**src/rtl/instr_prefetch_queue.sv**
```systemverilog
// Instruction prefetch queue: streams sequential fetch addresses to a 1-cycle RAM and buffers {instr, pc}.
// Optional INSTR_PREFETCH_BYPASS_EN presents a response directly when the FIFO is empty.
module instr_prefetch_queue #(
  parameter int DEPTH  = 4,
  parameter int ADDR_W = 7,
  parameter int DATA_W = 32
) (
  input  logic                     clk,
  input  logic                     rst,
  input  logic [ADDR_W-1:0]        start_pc,
  input  logic                     redirect,
  input  logic [ADDR_W-1:0]        redirect_pc,
  output logic                     imem_rd_en,
  output logic [ADDR_W-1:0]        imem_addr,
  input  logic [DATA_W-1:0]        imem_rdata,
  output logic                     instr_valid,
  input  logic                     instr_ready,
  output logic [DATA_W-1:0]        instr,
  output logic [ADDR_W-1:0]        instr_pc,
  output logic [$clog2(DEPTH):0]   occupancy
);

  localparam int PTR_W = $clog2(DEPTH);
  localparam int CNT_W = PTR_W + 1;
  localparam logic [CNT_W:0] DEPTH_L = (CNT_W + 1)'(DEPTH);

  logic [ADDR_W-1:0] fpc_q, fpc_d;
  logic [ADDR_W-1:0] rec_pc_q, rec_pc_d;
  logic              inflight_q, inflight_d;
  logic [PTR_W-1:0]  head_q, head_d;
  logic [PTR_W-1:0]  tail_q, tail_d;
  logic [CNT_W-1:0]  count_q, count_d;
  logic [DATA_W-1:0] mem_data_q [DEPTH];
  logic [ADDR_W-1:0] mem_pc_q [DEPTH];

  logic              issue_s, resp_s, empty_s, byp_s, push_s, pop_s;
  logic [CNT_W:0]    pending_s;

  // Handshake decode: issue gating counts the response landing this cycle so a push never overflows.
  always_comb begin
    empty_s   = (count_q == {CNT_W{1'b0}});
    pending_s = {1'b0, count_q} + {{CNT_W{1'b0}}, inflight_q};
    issue_s   = !rst && !redirect && (pending_s < DEPTH_L);
    resp_s    = inflight_q && !rst && !redirect;
`ifdef INSTR_PREFETCH_BYPASS_EN
    byp_s     = resp_s && empty_s;
`else
    byp_s     = 1'b0;
`endif
    pop_s     = !empty_s && instr_ready && !redirect && !rst;
    push_s    = resp_s && !(byp_s && instr_ready);
  end

  // Output drive from the FIFO head, or the bypassed response when the queue is empty.
  always_comb begin
    imem_rd_en  = issue_s;
    imem_addr   = fpc_q;
    occupancy   = count_q;
    instr_valid = 1'b0;
    instr       = {DATA_W{1'b0}};
    instr_pc    = {ADDR_W{1'b0}};
    if (!empty_s) begin
      instr_valid = 1'b1;
      instr       = mem_data_q[head_q];
      instr_pc    = mem_pc_q[head_q];
    end else if (byp_s) begin
      instr_valid = 1'b1;
      instr       = imem_rdata;
      instr_pc    = rec_pc_q;
    end else begin
      instr_valid = 1'b0;
    end
  end

  // Next-state: reset, then redirect, override the normal fetch/queue advance.
  always_comb begin
    fpc_d      = fpc_q;
    rec_pc_d   = rec_pc_q;
    inflight_d = issue_s;
    head_d     = head_q;
    tail_d     = tail_q;
    count_d    = count_q;
    if (rst) begin
      fpc_d    = start_pc;
      rec_pc_d = {ADDR_W{1'b0}};
      head_d   = {PTR_W{1'b0}};
      tail_d   = {PTR_W{1'b0}};
      count_d  = {CNT_W{1'b0}};
    end else if (redirect) begin
      fpc_d    = redirect_pc;
      head_d   = {PTR_W{1'b0}};
      tail_d   = {PTR_W{1'b0}};
      count_d  = {CNT_W{1'b0}};
    end else begin
      if (issue_s) begin
        fpc_d    = fpc_q + {{(ADDR_W-1){1'b0}}, 1'b1};
        rec_pc_d = fpc_q;
      end else begin
        fpc_d    = fpc_q;
      end
      head_d  = head_q + {{(PTR_W-1){1'b0}}, pop_s};
      tail_d  = tail_q + {{(PTR_W-1){1'b0}}, push_s};
      count_d = count_q + {{(CNT_W-1){1'b0}}, push_s} - {{(CNT_W-1){1'b0}}, pop_s};
    end
  end

  // Control state registers.
  always_ff @(posedge clk) begin
    fpc_q      <= fpc_d;
    rec_pc_q   <= rec_pc_d;
    inflight_q <= inflight_d;
    head_q     <= head_d;
    tail_q     <= tail_d;
    count_q    <= count_d;
  end

  // FIFO storage; contents are never observed while the entry count is zero, so no reset is needed.
  always_ff @(posedge clk) begin
    if (push_s) begin
      mem_data_q[tail_q] <= imem_rdata;
      mem_pc_q[tail_q]   <= rec_pc_q;
    end
  end

endmodule

```
**config.mk**
```make
export PLATFORM = sky130hd
export DESIGN_NAME = instr_prefetch_queue
export DESIGN_NICKNAME = d
export VERILOG_FILES = /design/src/rtl/instr_prefetch_queue.sv
export SDC_FILE = /design/constraint.sdc
export NUM_CORES = 1
export LEC_CHECK = 0
export ABC_AREA = 0
export CORE_MARGIN = 5
export CORE_UTILIZATION = 30
export DETAILED_ROUTE_END_ITERATION = 16
export PLACE_DENSITY = 0.52
export SLEW_MARGIN = 30
export SYNTH_ARGS = -nofsm -noshare
export SYNTH_HDL_FRONTEND = slang
export SYNTH_SLANG_ARGS = --single-unit
```
**constraint.sdc**
```tcl
create_clock -name clk -period 13.5 [get_ports clk]
set_input_delay 1.35 -clock clk [delete_from_list [all_inputs] [get_ports clk]]
set_output_delay 1.35 -clock clk [all_outputs]
set_load 0.02 [all_outputs]
```
* Word-level counts from Yosys, hierarchy flattened *
Memory sizes are Yosys's and may differ from the RTL's. A register that Yosys moved wholly into a read port is not among the register bits.
Index checks and enable logic that the tools add are counted.

storage, ports and cells
  bits in registers = 22
  RAM bits = 156
  bits of input ports = 50
  logic and storage cells = 40
  memories = 2

cells by class
  add/sub/neg operators = 6
  order comparisons = 1
  multiplexer cells = 10
  bitwise gates (word level) = 1
  reduce and logical (&&, ||, !) cells = 14

memory list
  memory      words  width  read ports  clocked after memory_dff  write ports  line  RTL
  mem_data_q  4      32     1           1                         1            33    logic [DATA_W-1:0] mem_data_q [DEPTH];
  mem_pc_q    4      7      1           1                         1            34    logic [ADDR_W-1:0] mem_pc_q [DEPTH];

operators by type and width
  cell                                                                          count
  32-bit two-way mux                                                            1
  7-bit two-way mux                                                             4
  7-bit by 1-bit adder with 7-bit output, second input constant                 1
  1-bit logical AND                                                             7
  2-bit by 1-bit adder with 2-bit output                                        2
  3-bit by 1-bit adder with 4-bit output                                        1
  4-bit by 3-bit less-than comparator with 1-bit output, second input constant  1
  2-bit two-way mux                                                             2
  3-bit by 1-bit adder with 3-bit output                                        1
  1-bit zero test                                                               3
  3-bit zero test                                                               1
  1-bit two-way mux                                                             3
  3-bit nonzero test                                                            1
  3-bit by 1-bit subtractor with 3-bit output                                   1
  2-bit AND reduction                                                           1
  2-bit OR reduction                                                            1
  1-bit NOT                                                                     1

* Depth between registers and ports, before layout *
  word-level depth = 7
  depth in mapped cells = 8
  gate-level depth less buffers = 7

* Least setup slack after synthesis *
OpenSTA, ideal clock, no wires.

  path type = input port to flip-flop
  start point = input redirect
  end point = memory mem_data_q[1][0] (enable)
  arrival = 4.861 ns
  data required time = 13.008 ns
  setup slack = 8.147 ns
  stages on the path = 4
  path buffers = 1
  cell sequence = buf_2 -> nor2_1 -> nand2_1 -> nor3b_1

between the ends
  cells in the longest elaborated chain, start to end = 4

ends and longest elaborated chain
  what                                     line  RTL
  start, declared                          11    input logic redirect,
  1-bit zero test                          44    resp_s = inflight_q && !rst && !redirect;
  1-bit logical AND                        44
  1-bit two-way mux                        119   if (push_s) begin
  1-bit two-way mux (implied by the code)  120   mem_data_q[tail_q] <= imem_rdata;
  end, declared                            33

No other way between the ends.

* Final worst setup path *
  start point = input redirect
  end point = output imem_rd_en

between the ends
  cells in the longest elaborated chain, start to end = 3

ends and longest elaborated chain
  what                            line  RTL
  1-bit zero test                 43    issue_s = !rst && !redirect && (pending_s < DEPTH_L);
  1-bit logical AND (2 in a row)  43
  end, declared                   13    output logic imem_rd_en,

No other way between the ends.

==> results.yml <==
status:
  status: "finished clean"
route:
  drtIter0Drc: 138
  wl_per_cell_um: 17.62
  drcViolationCount: 0
  drtPass1Iterations: 4
  vias_per_cell: 4.476
  vias: 3630
  wl_um: 14290
  postRouteAntennaNets: 0
sta:
  setup-tns-final_ns: 0
  fin_worst_skew_ns: 0.005385
  clock.fmax_mhz: 215.1
  min_period_over_period_pct: 34.43
  timing.slew.headroom_pct: 55.67
  fin_crit_ns: 4.648
  hold_viol_final: 0
  fin_hold_ws_ns: 0.4987
  setup_viol: 0
  drv_slew: 0
  rsz0062_at_grt: "no"
  worst_pin_slew_ns: 0.6649
cts:
  post_cts_resized: 0
  cts_root_buffer: "clkbuf_16"
  cts.reportedPaths.clkPinSlew_ns: 0.06
  clk_path_buf_depth: 2
  cts_setup_buffers: 0
  cts_htree_levels: 4
  insertion_delay_ns: 0.42
  cts_buffers: 17
  cts_tree: "yes"
  cts.sinks: 178
  ctsHoldBuffers: 0
global_route:
  grtUsageMet2_pct: 18.62
  grt_busiest_layer: "met2"
  grt_antenna_before_repair: 0
  track_usage_pct: 11.13
  grt_pass1_wl_um: 22230
  grt_max_degree: 42
  grt-ovfl-total: 0
  gr-usage-met3_pct: 3.538
  gr-usage-met1_pct: 13.68
  grt_pass1_vias: 3948
final_layout:
  nets: 534
  nFillCells: 2221
  layout-drive-gt1-share_pct: 16.46
  antenna_cells: 0
  utilization_pct: 38.39
  finalInstanceArea_mm2: 0.008985
  areaGrowthSynthToFinish_pct: 26.76
logic_synthesis:
  avgSynthCellArea_um2: 18.95
  synthMuxAreaShare_pct: 13.82
  ys_types: 38
  synth_top_cell_by_area: "edfxtp_1"
  synthTopCellsByCount: "edfxtp_1, nor2b_1, mux4_2"
  synth-simple-area-share_pct: 7.220
  synth_cells: 374
  synthXorXnorAreaFrac_pct: 0.9885
  synth_edf_count: 163
  netlist.area_leader.share_pct: 69.06
  synth_top_family_by_area: "multiplexers"
  synth_compound_area_share_pct: 1.589
  netlist_area_mm2: 0.007088
  ys_ff_latch: 178
  synthArstFlopShare_pct: 0
  ys_seq_area_share_pct: 73.29
  yosys_warnings: 0
  synthFlopType: "edfxtp_1"
  synth.most_common_cell: "edfxtp_1"
  synthTopCellsByArea: "edfxtp_1, mux4_2, dfxtp_1"
  mappedNetlistNets: 429
  synthAdderAreaFrac_pct: 0.9885
setup_path:
  cp.arrival_ns: 3.30
  path_buf_inv: 2
  cp_top_family: "buffers and inverters"
  cpPeakStageDelay_ns: 0.66
  cp_data_required_time_ns: 12.15
  crit_path_top_delay_cell: "clkdlybuf4s50_1"
  end_kind: "primary output"
  critPathKind: "in2out"
  cp-start-kind: "primary input"
  crit_path_frequent_cell: "clkdlybuf4s50_1"
  cp_max_fo: 15
  crit_chain: "clkdlybuf4s50_1, or2_0, nor2_1, clkdlybuf4s50_1"
power_and_ir_drop:
  powerDensity_mw_per_mm2: 124.7
  finalPower_mw: 1.120
  p_leak_nw: 2.822
  peakVddDrop_v: 0.00007141
placed_design:
  io_buffers: 100
  hpwl_um: 8622
  placed_area_mm2: 0.008418
  gp_congestion: 0.7758
die:
  die_w_um: 163.7
  rows: 56
  die_area_mm2: 0.02680
  coreArea_mm2: 0.02340
  initial_utilization_pct: 30.29
  ios: 101
  die_h_um: 163.7
min_path:
  worstHoldPathType: "reg2reg"
run:
  maxCapViolCount: 0
path summary, 6_finish.rpt:
path                 from            to  slack (ns)  depth (start not counted)
max              redirect    imem_rd_en        8.85                          4
min           rec_pc_q[1]   rec_pc_q[1]        0.50                          2
max reg2reg  occupancy[1]  occupancy[2]       11.49                          7
min reg2reg   rec_pc_q[1]   rec_pc_q[1]        0.50                          2
layer usage:
metal	vias up	wire, um
li1	1680	-
met1	1854	6045
met2	82	7209
met3	14	858
met4	0	174
met5	-	0
cell type report:
class                      instances  area [um^2]  share of cell area, %
sequential                       178         5202                  57.90
multi-input combinational        172         1767                  19.66
timing repair buffer             105         1051                  11.70
clock buffer                      20        436.7                  4.860
tap                              319        399.1                  4.442
clock inverter                    12        110.1                  1.225
inverter                           5        18.77                 0.2089
per-stage QoR:
| stage | setup WS, ns | instances |
|---|---|---|
| 2_1_floorplan | 8.147 | 374 |
| 3_3_place_gp | 8.878 | 778 |
| 3_5_place_dp | 8.845 | 778 |
| 4_1_cts | 8.830 | 810 |
| 5_1_grt | 8.687 | 811 |
| 6_report | 8.852 | 811 |
power by group:
group	switching, mW	internal (mW)
clock network	0.197	0.254
logic	0.0241	0.0282
registers	0.00756	0.609
total	0.228	0.892
worst reg2reg max path: cells and delay by family (launching register included):
kind,cells,cell delay (ns)
compound gates,1,0.47
xor+xnor,2,0.33
fa+ha+maj,2,0.59
flops,1,0.40
simple gates,2,0.11
cell usage in the layout (no fill, tap or decap), drive strengths merged, types with 4 or more instances in the layout:
cell and n:
clkdlybuf4s50 100, edfxtp 163, o21ai 4, clkbuf 20
nand2 20, nor2 8, nor2b 40, mux2i 9
ha 4, buf 5, clkinv 7, xor2 7
inv 6, mux4 39, nor3 5, dfxtp 15
nand3 4
logic make-up after synthesis:
| family | count (synthesis) |
|---|---|
| flip-flops | 178 |
| adder cells (fa/ha/maj) | 5 |
| multiplexers | 49 |
| buffers and inverters | 24 |
| AND/OR/NAND/NOR | 93 |
| XOR/XNOR | 8 |
| AO/OA/AOI/OAI | 17 |
sequential cells by signal, indices dropped and copies added (netlist names):
signal,flops
imem_addr,7
mem_pc_q,28
tail_q,2
mem_data_q,128
inflight_q,1
head_q,2
rec_pc_q,7
occupancy,3
Note: power is estimated with default switching activity, not from simulation.
